**config.mk**
```make
export PLATFORM = sky130hd
export DESIGN_NAME = rom_6502_arbiter
export DESIGN_NICKNAME = d
export VERILOG_FILES = /design/src/rtl/rom_6502_arbiter.sv
export SDC_FILE = /design/constraint.sdc
export NUM_CORES = 1
export LEC_CHECK = 0
export ABC_AREA = 1
export CAP_MARGIN = 0
export CELL_PAD_IN_SITES_DETAIL_PLACEMENT = 1
export CELL_PAD_IN_SITES_GLOBAL_PLACEMENT = 1
export CORE_MARGIN = 5
export CORE_UTILIZATION = 31
export CTS_BUF_LIST = sky130_fd_sc_hd__clkbuf_8
export DETAILED_ROUTE_END_ITERATION = 10
export PLACE_DENSITY_LB_ADDON = 0.1
export SYNTH_ARGS = -nofsm -noshare
export SYNTH_HDL_FRONTEND = slang
export SYNTH_SLANG_ARGS = --single-unit
```
**constraint.sdc**
```tcl
create_clock -name clk -period 1.25 [get_ports clk]
set_input_delay 0.125 -clock clk [delete_from_list [all_inputs] [get_ports clk]]
set_output_delay 0.125 -clock clk [all_outputs]
set_load 0.02 [all_outputs]
```
**src/rtl/rom_6502_arbiter.sv**
```systemverilog
// Two-requester read arbiter for the shared 4 KB 6502 program ROM (CPU fetch vs. AUX reader).
// Define ROM6502_ARB_FAIRNESS_EN to force an AUX grant after STARVE_LIMIT consecutive losses.
module rom_6502_arbiter #(
    parameter int TIMEOUT_CYCLES = 15
`ifdef ROM6502_ARB_FAIRNESS_EN
    , parameter int STARVE_LIMIT = 4
`endif
) (
    input  logic        clk,
    input  logic        reset,
    input  logic        cpu_req,
    input  logic [11:0] cpu_addr,
    output logic        cpu_ack,
    output logic [7:0]  cpu_rdata,
    input  logic        aux_req,
    input  logic [11:0] aux_addr,
    output logic        aux_ack,
    output logic [7:0]  aux_rdata,
    output logic [11:0] rom_address,
    output logic        rom_oe,
    input  logic        rom_valid,
    input  logic [7:0]  rom_q,
    output logic        timeout_err
);

    typedef enum logic [1:0] {ST_IDLE, ST_ISSUE, ST_WAIT, ST_RESP} state_t;

    state_t      state, state_next;
    logic        owner_aux, owner_aux_next;
    logic [7:0]  timeout_cnt, timeout_cnt_next;
    logic [11:0] rom_address_next;
    logic        rom_oe_next;
    logic        cpu_ack_next, aux_ack_next, timeout_err_next;
    logic [7:0]  cpu_rdata_next, aux_rdata_next;
    logic        aux_wins;
    logic        any_req;

`ifdef ROM6502_ARB_FAIRNESS_EN
    logic [3:0]  starve_cnt, starve_cnt_next;
`endif

    always_ff @(posedge clk or posedge reset) begin
        if (reset) begin
            state       <= ST_IDLE;
            owner_aux   <= 1'b0;
            timeout_cnt <= 8'd0;
            rom_address <= 12'd0;
            rom_oe      <= 1'b0;
            cpu_ack     <= 1'b0;
            cpu_rdata   <= 8'd0;
            aux_ack     <= 1'b0;
            aux_rdata   <= 8'd0;
            timeout_err <= 1'b0;
        end else begin
            state       <= state_next;
            owner_aux   <= owner_aux_next;
            timeout_cnt <= timeout_cnt_next;
            rom_address <= rom_address_next;
            rom_oe      <= rom_oe_next;
            cpu_ack     <= cpu_ack_next;
            cpu_rdata   <= cpu_rdata_next;
            aux_ack     <= aux_ack_next;
            aux_rdata   <= aux_rdata_next;
            timeout_err <= timeout_err_next;
        end
    end

`ifdef ROM6502_ARB_FAIRNESS_EN
    always_ff @(posedge clk or posedge reset) begin
        if (reset) starve_cnt <= 4'd0;
        else       starve_cnt <= starve_cnt_next;
    end

    // AUX takes a contested grant once it has lost STARVE_LIMIT times in a row
    always_comb begin
        aux_wins        = aux_req && (!cpu_req || (starve_cnt >= 4'(STARVE_LIMIT)));
        starve_cnt_next = starve_cnt;
        if (state == ST_IDLE) begin
            if (!aux_req || aux_wins)
                starve_cnt_next = 4'd0;
            else if (cpu_req && (starve_cnt != 4'hF))
                starve_cnt_next = starve_cnt + 4'd1;
        end
    end
`else
    always_comb begin
        aux_wins = aux_req && !cpu_req;
    end
`endif

    assign any_req = cpu_req || aux_req;

    always_comb begin
        state_next       = state;
        owner_aux_next   = owner_aux;
        timeout_cnt_next = timeout_cnt;
        rom_address_next = rom_address;
        rom_oe_next      = 1'b0;
        cpu_ack_next     = 1'b0;
        aux_ack_next     = 1'b0;
        timeout_err_next = 1'b0;
        cpu_rdata_next   = cpu_rdata;
        aux_rdata_next   = aux_rdata;

        case (state)
            ST_IDLE: begin
                if (any_req) begin
                    owner_aux_next   = aux_wins;
                    rom_address_next = aux_wins ? aux_addr : cpu_addr;
                    rom_oe_next      = 1'b1;
                    state_next       = ST_ISSUE;
                end
            end
            ST_ISSUE: begin
                timeout_cnt_next = 8'd0;
                state_next       = ST_WAIT;
            end
            ST_WAIT: begin
                // A missing valid strobe is completed with 0xFF and flagged
                if (rom_valid || (timeout_cnt == 8'(TIMEOUT_CYCLES - 1))) begin
                    timeout_err_next = !rom_valid;
                    if (owner_aux) begin
                        aux_ack_next   = 1'b1;
                        aux_rdata_next = rom_valid ? rom_q : 8'hFF;
                    end else begin
                        cpu_ack_next   = 1'b1;
                        cpu_rdata_next = rom_valid ? rom_q : 8'hFF;
                    end
                    state_next = ST_RESP;
                end else begin
                    timeout_cnt_next = timeout_cnt + 8'd1;
                end
            end
            ST_RESP: begin
                state_next = ST_IDLE;
            end
            default: begin
                state_next = ST_IDLE;
            end
        endcase
    end

endmodule
```
==> results.json, run 1 <==
{
  "cp.arrival_ns": 1.66,
  "endpoint_kind": "flop",
  "final_area_mm2": 0.00351,
  "cts-root-buf": "clkbuf_8",
  "cp.depth": 9,
  "gp_congestion": 0.754,
  "grt_pass1_wl_um": 10900,
  "synth_top_cells_by_count": "76 x nand2_1, 43 x dfrtp_1, 29 x o21ai_0",
  "drt_iter0_drc": 46,
  "finalCritPeriodShare": 1.20,
  "synth_seq_area_share": 0.501,
  "die-area_mm2": 0.00870,
  "setup_viol": 39,
  "cts_sinks": 43,
  "comb_power_share": 0.540,
  "p_sw_frac": 0.421,
  "track_usage": 0.157,
  "mappedNetlistArea_mm2": 0.00215,
  "power_leakage_uw": 0.00165,
  "synth.most_common_cell": "nand2_1",
  "synth_cell_types": 24,
  "port_buffers": 68,
  "skew_ns": 0.00664,
  "seq_area_mm2": 0.00108,
  "critPathBufInv": 4,
  "drive_gt1_frac": 0.290,
  "worst_pin_slew_ns": 0.413,
  "synth_area_leaders": "dfrtp_1 50%, nand2_1 13%, o21ai_0 6.8%",
  "final_util": 0.519,
  "grt.overflow.total": 0,
  "fin_ws_ns": -0.247,
  "syn_inst": 258,
  "avgSynthCellArea_um2": 8.33,
  "hold_class": "primary input to asynchronous set/reset pin",
  "synth-edff-count": 0,
  "fillers": 813,
  "wl_per_cell_um": 15.1,
  "post_dp_cell_area_mm2": 0.00313,
  "dr.pass1.iters": 4,
  "vdd_drop_max_v": 0.000763,
  "cts-htree-levels": 2,
  "multiInputGateArea_mm2": 0.00120,
  "clk_pin_slew_worst_paths_ns": 0.08,
  "max_slew_margin": 0.724,
  "antenna_found_initial": 0,
  "cts_tree": "done",
  "pin_count": 69,
  "seqPwrFrac": 0.316,
  "outcome": "finished with violations",
  "critPathRequiredTime_ns": 1.42,
  "hpwl_um": 4850,
  "syn_nets": 301,
  "power_frac_clock": 0.144,
  "synth_warnings": 0,
  "violations": "negative setup slack",
  "insertedDiodeCount": 0,
  "power.switching_uw": 3020,
  "rr_worst_depth": 9,
  "clock.fmax_ghz": 0.668,
  "path_common_cell": "inv_2",
  "die_w_um": 93.3,
  "worstSkewPairLatency_ns": 0.28,
  "vias_per_cell": 4.83,
  "p_int_uw": 4160,
  "antenna_left": 0,
  "worst-path-max-fanout": 6,
  "cp_cell_sequence": "inv_2 -> buf_4 -> ha_2 -> inv_2 -> nor2_4 -> nand2_8 -> buf_6 -> nand3_2 -> o21ai_1",
  "fin_crit_ns": 1.50,
  "synth-seq-cells": 43,
  "cp-start-kind": "flop",
  "initial_core_util": 0.318,
  "synth.largest_area_cell": "dfrtp_1",
  "finalNetCount": 405,
  "grt_max_degree": 44,
  "final_max_slew_viol_count": 0,
  "rows": 30,
  "critical_path_class": "flop to flop",
  "hold_viol": 0,
  "synth_top_area_frac": 0.501,
  "cts_buffer_depth": 2,
  "num_vias": 2133,
  "grt_pass1_vias": 2246,
  "syn_to_final_growth_pct": 63.2,
  "core-area_mm2": 0.00676,
  "drc_errors": 0,
  "rsz0062_at_grt": "yes",
  "crit_family": "flip-flops",
  "drt-total-wl_um": 6660,
  "cts_hold_buf": 0,
  "slowest_stage": "dfrtp_1",
  "crit_path_max_incr_delay_ns": 0.40,
  "cap_violations": 0,
  "numCtsBuffers": 5,
  "ys_async_sr_fraction": 1.00,
  "ys.flop_type": "dfrtp_1",
  "die_y_um": 93.3,
  "p_per_area_mw_per_mm2": 2050
}
==> logic make-up after synthesis <==
kind of cell	synth area share
fa+ha+maj	0.0349
simple gates	0.323
compound gates	0.0821
flops	0.501
buf+inv	0.0594
==> worst reg2reg max path: stages, from the launching register on <==
cell	delay [ns]
dfrtp_1	0.40
inv_2	0.07
buf_4	0.10
ha_2	0.20
inv_2	0.07
nor2_4	0.16
nand2_8	0.09
buf_6	0.15
nand3_2	0.07
o21ai_1	0.08
==> cell type report <==
| type | instances | area share |
|---|---|---|
| timing repair buffer | 104 | 0.275 |
| clock inverter | 2 | 0.00963 |
| inverter | 18 | 0.0193 |
| sequential | 43 | 0.307 |
| tap | 80 | 0.0285 |
| multi-input combinational | 190 | 0.341 |
| clock buffer | 5 | 0.0196 |
==> power by group through the flow <==
stage	registers [uW]	clock network, uW	logic (uW)
floorplan	2840	0	1280
global placement	2260	0	3540
detailed placement	2290	0	3600
CTS	2270	1070	3610
global route	2350	1110	4250
finish	2270	1030	3880
==> state kept, by name, indices dropped and copies added (netlist names) <==
register / count
rom_oe: 1
timeout_cnt: 8
rom_address: 12
owner_aux: 1
timeout_err: 1
aux_rdata: 8
state: 2
cpu_ack: 1
cpu_rdata: 8
aux_ack: 1
==> through the flow <==
stage / total power (uW) / TNS [ns] / setup slack (ns) / instances / hold WS [ns]
4_1_cts: 6950 / -5.59 / -0.206 / 438 / 0.219
2_1_floorplan: 4120 / -1.77 / -0.0736 / 258 / 0.196
3_5_place_dp: 5890 / -6.21 / -0.215 / 427 / 0.464
5_1_grt: 7710 / -8.98 / -0.311 / 442 / 0.240
6_report: 7190 / -5.13 / -0.247 / 442 / 0.201
3_3_place_gp: 5800 / -4.99 / -0.171 / 427 / 0.455
==> cell usage in the layout, fill, tap and decap left out, drive strengths merged <==
cell type and count:
dfrtp 43, inv 18, nand4 17, dlygate4sd2 32
ha 6, o21ai 32, buf 36, nor3b 1
clkdlybuf4s50 36, o21bai 1, or2 8, clkinv 1
nor3 3, a21oi 1, nor2 25, nand2 80
nand3 16, clkbuf 5, bufinv 1
==> routing by layer <==
layer / up-vias / GRT usage / share of wire
li1: 1055 / - / -
met1: 1042 / 0.196 / 0.42
met2: 34 / 0.286 / 0.54
met3: 2 / 0.0282 / 0.037
met4: 0 / 0.0256 / 0.0029
met5: - / 0 / 0
==> final timing paths <==
check | from | endpoint | slack (ns)
worst min register to register | aux_rdata[5] | aux_rdata[5] | 0.48
max in group asynchronous | reset | timeout_cnt[7] | 0.84
worst max register to register | state[0] | timeout_cnt[0] | -0.25
min in group clk | aux_addr[2] | rom_address[2] | 0.45
worst min-delay path | reset | aux_rdata[2] | 0.20
worst max-delay path | state[0] | timeout_cnt[0] | -0.25
==> what timing repair did <==
| item | in CTS | in global routing |
|---|---|---|
| gates cloned | 2 | 0 |
| endpoints found under the setup margin | 72 | 41 |
| pin swaps | 18 | 11 |
| setup buffers | 2 | 5 |
| resized for setup | 72 | 30 |
(Power assumes the default switching activity.)
==> run 2, diff against run 1 <==
--- a/config.mk
+++ b/config.mk
@@ -10,10 +10,11 @@
 export CELL_PAD_IN_SITES_DETAIL_PLACEMENT = 1
 export CELL_PAD_IN_SITES_GLOBAL_PLACEMENT = 1
 export CORE_MARGIN = 5
-export CORE_UTILIZATION = 31
+export CORE_UTILIZATION = 36
 export CTS_BUF_LIST = sky130_fd_sc_hd__clkbuf_8
 export DETAILED_ROUTE_END_ITERATION = 10
 export PLACE_DENSITY_LB_ADDON = 0.1
+export RECOVER_POWER = 50
 export SYNTH_ARGS = -nofsm -noshare
 export SYNTH_HDL_FRONTEND = slang
 export SYNTH_SLANG_ARGS = --single-unit
==> constraint.sdc (replaced) <==
create_clock -name clk -period 1.9 [get_ports clk]
set_input_delay 0.19 -clock clk [delete_from_list [all_inputs] [get_ports clk]]
set_output_delay 0.19 -clock clk [all_outputs]
set_load 0.02 [all_outputs]
==> run 2 against run 1 <==
Against the previous run:
- the run now ends clean
- maximum frequency decreased by 7.8%
- die area decreased by 12%
- design area down 14%
- total power fell by 41%
- largest cell class is now flip-flops and latches
- critical path depth unchanged
- first-iteration DRC count unchanged
- clock power shrank 37%
==> results.json, run 2 (synthesis gave the netlist of run 1 again) <==
{
  "worst-path-max-fanout": 8,
  "drt-total-wl_um": 6040,
  "hpwl_um": 4600,
  "rsz0062_at_grt": "no",
  "cp_cell_sequence": "inv_1 -> ha_1 -> nand2_1 -> nor2_2 -> nand2_2 -> nand2_1 -> nand2_1 -> nand2_1 -> o21ai_1",
  "hold_class": "flop to flop",
  "critPathBufInv": 1,
  "cts_setup_buffers": 0,
  "num_vias": 2005,
  "worstSkewPairLatency_ns": 0.29,
  "cts_resized": 0,
  "critical_path_class": "flop to flop",
  "setup_viol": 0,
  "insertedDiodeCount": 0,
  "drive_gt1_frac": 0.0901,
  "totalPowerFinal_uw": 4220,
  "hold_viol": 0,
  "top_register": "rom_address",
  "largest_reg_flops": 12,
  "final_util": 0.516,
  "vdd_drop_max_v": 0.000685,
  "worst_pin_slew_ns": 1.08,
  "tns_ns": 0,
  "drc_errors": 0,
  "grt_pass1_wl_um": 9670,
  "track_usage": 0.164,
  "antenna_left": 0,
  "skew_ns": 0.00393,
  "slowest_stage": "dfrtp_1",
  "cts-htree-levels": 2,
  "crit_path_max_incr_delay_ns": 0.42,
  "outcome": "finished clean",
  "p_int_uw": 2480,
  "crit_family": "simple AND/OR/NAND/NOR gates",
  "power.switching_uw": 1740,
  "fin_crit_ns": 1.62,
  "grt.overflow.total": 0,
  "path_common_cell": "nand2_1",
  "pin_count": 69,
  "cts_hold_buf": 0,
  "p_per_area_mw_per_mm2": 1400,
  "fillers": 712,
  "drt_iter0_drc": 46,
  "gp_congestion": 0.750,
  "vias_per_cell": 4.91,
  "cp-start-kind": "flop",
  "cts_buffer_depth": 2,
  "comb_power_share": 0.491,
  "finalCritPeriodShare": 0.855,
  "cts-root-buf": "clkbuf_8",
  "finalNetCount": 375,
  "power_leakage_uw": 0.00139,
  "max_slew_margin": 0.283,
  "cts_sinks": 43,
  "cts_tree": "done",
  "core-area_mm2": 0.00585,
  "syn_to_final_growth_pct": 40.5,
  "final_max_slew_viol_count": 0,
  "cap_violations": 0,
  "antenna_found_initial": 0,
  "power_frac_clock": 0.155,
  "port_buffers": 68,
  "grt_pass1_vias": 2001,
  "rows": 28,
  "mostFrequentLayoutCells": "77 x nand2_1, 55 x clkdlybuf4s50_1, 43 x dfrtp_1",
  "die_y_um": 87.3,
  "endpoint_kind": "flop",
  "numCtsBuffers": 5,
  "r2r_slack_ns": 0.28,
  "clock.fmax_ghz": 0.616,
  "critPathRequiredTime_ns": 2.08,
  "grt_max_degree": 44,
  "seqPwrFrac": 0.354,
  "cp.arrival_ns": 1.81,
  "wl_per_cell_um": 14.8,
  "clk_pin_slew_worst_paths_ns": 0.08,
  "final_common_cell": "nand2_1",
  "p_sw_frac": 0.412,
  "die_w_um": 87.3,
  "die-area_mm2": 0.00762,
  "dr.pass1.iters": 4,
  "initial_core_util": 0.367
}
run 2: changes by cell type in the layout (fill, tap and decap cells not counted), moves of 6 or more:
cell,before,now
nand2_2,17,2
nand3_1,6,12
dlygate4sd2_1,32,0
o21ai_0,22,29
nand2_1,56,77
buf_6,9,0
nand3_2,6,0
buf_4,25,6
dlygate4sd3_1,0,13
clkdlybuf4s50_1,36,55
o21ai_1,9,3
inv_1,10,16
inv_2,8,0
run 2: final cells by class:
cell class                 instances  area (um2)  share of cell area
sequential                        43        1080               0.356
multi-input combinational        188         943               0.312
timing repair buffer              76         734               0.243
clock buffer                       7        96.3              0.0319
tap                               75        93.8              0.0311
inverter                          18        67.6              0.0224
clock inverter                     1        7.51             0.00249
run 2: stage by stage:
step / worst slack, ns / cell area [um2] / hold WS [ns] / cells
2_1_floorplan: 0.532 / 2150 / 0.261 / 258
3_3_place_gp: 0.365 / 2940 / 0.455 / 400
3_5_place_dp: 0.285 / 2940 / 0.461 / 400
4_1_cts: 0.277 / 3040 / 0.246 / 408
5_1_grt: 0.0941 / 3020 / 0.497 / 408
6_report: 0.276 / 3020 / 0.472 / 408
run 2: tightest hold or removal path: stages (launching register included):
cell	delay, ns
dfrtp_1	0.35
nand2_1	0.05
nand2_1	0.04
run 2: metal layers:
metal / track usage / vias to the layer above / share of wire
met5: 0 / - / 0
met2: 0.292 / 39 / 0.53
met3: 0.0350 / 5 / 0.042
li1: - / 986 / -
met1: 0.202 / 975 / 0.41
met4: 0.0377 / 0 / 0.011
run 2: final timing paths:
check                          startpoint        endpoint  cells after the start
max                        timeout_cnt[0]  timeout_cnt[3]                      9
min                          aux_rdata[1]    aux_rdata[1]                      2
max reg2reg                timeout_cnt[0]  timeout_cnt[3]                      9
min reg2reg                  aux_rdata[1]    aux_rdata[1]                      2
max in group asynchronous           reset     timeout_err                      3
min in group asynchronous           reset          rom_oe                      3
run 2: power groups by stage:
stage	registers [uW]	clock network, uW	logic, uW
final	1500	654	2070
after global routing	1550	711	2270
after CTS	1510	680	2160
after detailed placement	1520	0	2160
after global placement	1500	0	2090
after floorplan	1860	0	782
==> run 3, diff against run 2 <==
==> constraint.sdc (replaced) <==
create_clock -name clk -period 1.9 [get_ports clk]
set_input_delay 0.19 -clock clk [delete_from_list [all_inputs] [get_ports clk]]
set_output_delay 0.19 -clock clk [all_outputs]
set_load 0.01 [all_outputs]
==> run 3 against run 2 <==
Against the previous run:
- die area did not move
- critical path depth decreased by 2
- clock power about the same
- clock-buffer cell count is the same
- routed wire length is the same
- register-to-register slack better by 0.02 ns
- worst hold slack is the same
- flip-flop and latch count unchanged
- clock skew hardly changed
- combinational power is 12% lower
- sequential share of layout area about the same
==> results.json, run 3 (synthesis gave the netlist of run 1 again) <==
{
  "r2r_end": "rom_address[10]",
  "cts_sinks": 43,
  "antenna_found_initial": 0,
  "largest_reg_flops": 12,
  "vdd_drop_max_v": 0.000624,
  "drive_gt1_frac": 0.0931,
  "grt_max_degree": 44,
  "cp-start-kind": "flop",
  "setup_viol": 0,
  "totalPowerFinal_uw": 3970,
  "die_w_um": 87.3,
  "final_common_cell": "nand2_1",
  "cts_setup_buffers": 0,
  "gr-usage-met2": 0.292,
  "power_leakage_uw": 0.00140,
  "port_buffers": 68,
  "skew_ns": 0.00393,
  "worstSkewPairLatency_ns": 0.29,
  "finalCritPeriodShare": 0.844,
  "initial_core_util": 0.367,
  "critPathRequiredTime_ns": 2.08,
  "grt_use_met3": 0.0350,
  "cts_tree": "done",
  "grt.overflow.total": 0,
  "fin_crit_ns": 1.60,
  "finalNetCount": 375,
  "fin_ws_ns": 0.296,
  "vias_per_cell": 4.91,
  "dr.pass1.iters": 4,
  "worst_pin_slew_ns": 1.08,
  "clk_pin_slew_worst_paths_ns": 0.08,
  "r2r_slack_ns": 0.30,
  "rr_worst_depth": 7,
  "die_y_um": 87.3,
  "cts_resized": 0,
  "hold_end": "aux_rdata[1]",
  "grt_pass1_vias": 2001,
  "cts-htree-levels": 2,
  "drt_iter0_drc": 47,
  "die-area_mm2": 0.00762,
  "insertedDiodeCount": 0,
  "hold_start": "aux_rdata[1]",
  "critical_path_class": "flop to flop",
  "outcome": "finished clean",
  "max_slew_margin": 0.283,
  "pre_cts_ws_ns": 0.285,
  "drc_errors": 0,
  "timing.hold.ws_ns": 0.472,
  "use_met1": 0.202,
  "top_register": "rom_address",
  "cts-root-buf": "clkbuf_8",
  "final_max_slew_viol_count": 0,
  "hpwl_um": 4600,
  "wl_per_cell_um": 14.8,
  "rsz0062_at_grt": "no",
  "r2r_start": "state[0]",
  "hold_class": "flop to flop",
  "hold_viol": 0,
  "antenna_left": 0,
  "core-area_mm2": 0.00585,
  "mostFrequentLayoutCells": "76 x nand2_1, 53 x clkdlybuf4s50_1, 43 x dfrtp_1",
  "cap_violations": 0,
  "grt_pass1_wl_um": 9670,
  "cts_hold_buf": 0,
  "gp_congestion": 0.750,
  "busiest_layer": "met2",
  "track_usage": 0.164,
  "clock.fmax_ghz": 0.623,
  "num_vias": 2005,
  "rows": 28,
  "cts_buffer_depth": 2,
  "final_util": 0.516,
  "endpoint_kind": "flop",
  "syn_to_final_growth_pct": 40.6,
  "numCtsBuffers": 5,
  "worst-path-max-fanout": 12,
  "hold_path_depth": 2,
  "cp.arrival_ns": 1.78,
  "drt-total-wl_um": 6040,
  "pin_count": 69,
  "tns_ns": 0,
  "p_per_area_mw_per_mm2": 1320
}
[run 3: changes by cell type in the layout (fill, tap and decap cells not counted)]
cell / delta
clkdlybuf4s50_1: -2
dlygate4sd3_1: +2
nand2_1: -1
nand2_2: +1
[run 3: layer usage]
| layer | vias up | share of wire |
|---|---|---|
| met4 | 0 | 0.011 |
| met3 | 5 | 0.042 |
| met1 | 975 | 0.41 |
| met5 | - | 0 |
| li1 | 986 | - |
| met2 | 39 | 0.53 |
[run 3: final cells by class]
cell class | count | area, um2
fillers | 712 | 2830
well taps | 75 | 93.8
repair buffers | 76 | 734
inverters | 18 | 67.6
clock inverters | 1 | 7.51
flip-flops and latches | 43 | 1080
multi-input cells | 188 | 946
clock buffers | 7 | 96.3
[run 3: worst max path at each step]
stage	start	to	slack (ns)
floorplan	state[0]	rom_address[1]	0.53
global placement	cpu_req	rom_address[4]	0.36
detailed placement	aux_req	rom_address[10]	0.29
CTS	state[0]	rom_address[3]	0.28
global route	state[0]	rom_address[9]	0.09
finish	state[0]	rom_address[10]	0.30
[run 3: where the power goes]
group	switching (uW)	leakage, uW	internal [uW]	total [uW]
logic	963	0.000801	864	1830
registers	214	0.000544	1280	1490
clock network	323	0.0000505	331	654
total	1500	0.00140	2480	3970
[run 3: per-stage QoR]
| stage | cells | instance area [um2] |
|---|---|---|
| 2_1_floorplan | 258 | 2150 |
| 3_3_place_gp | 400 | 2940 |
| 3_5_place_dp | 400 | 2940 |
| 4_1_cts | 408 | 3040 |
| 5_1_grt | 408 | 3020 |
| 6_report | 408 | 3020 |
[run 3: worst max-delay path, cell delays in order, from the launching register on]
cell and delay, ns:
dfrtp_1 0.41, inv_1 0.12, ha_1 0.20, inv_1 0.06
a21oi_2 0.23, inv_1 0.26, nand2_1 0.12, o21ai_0 0.09
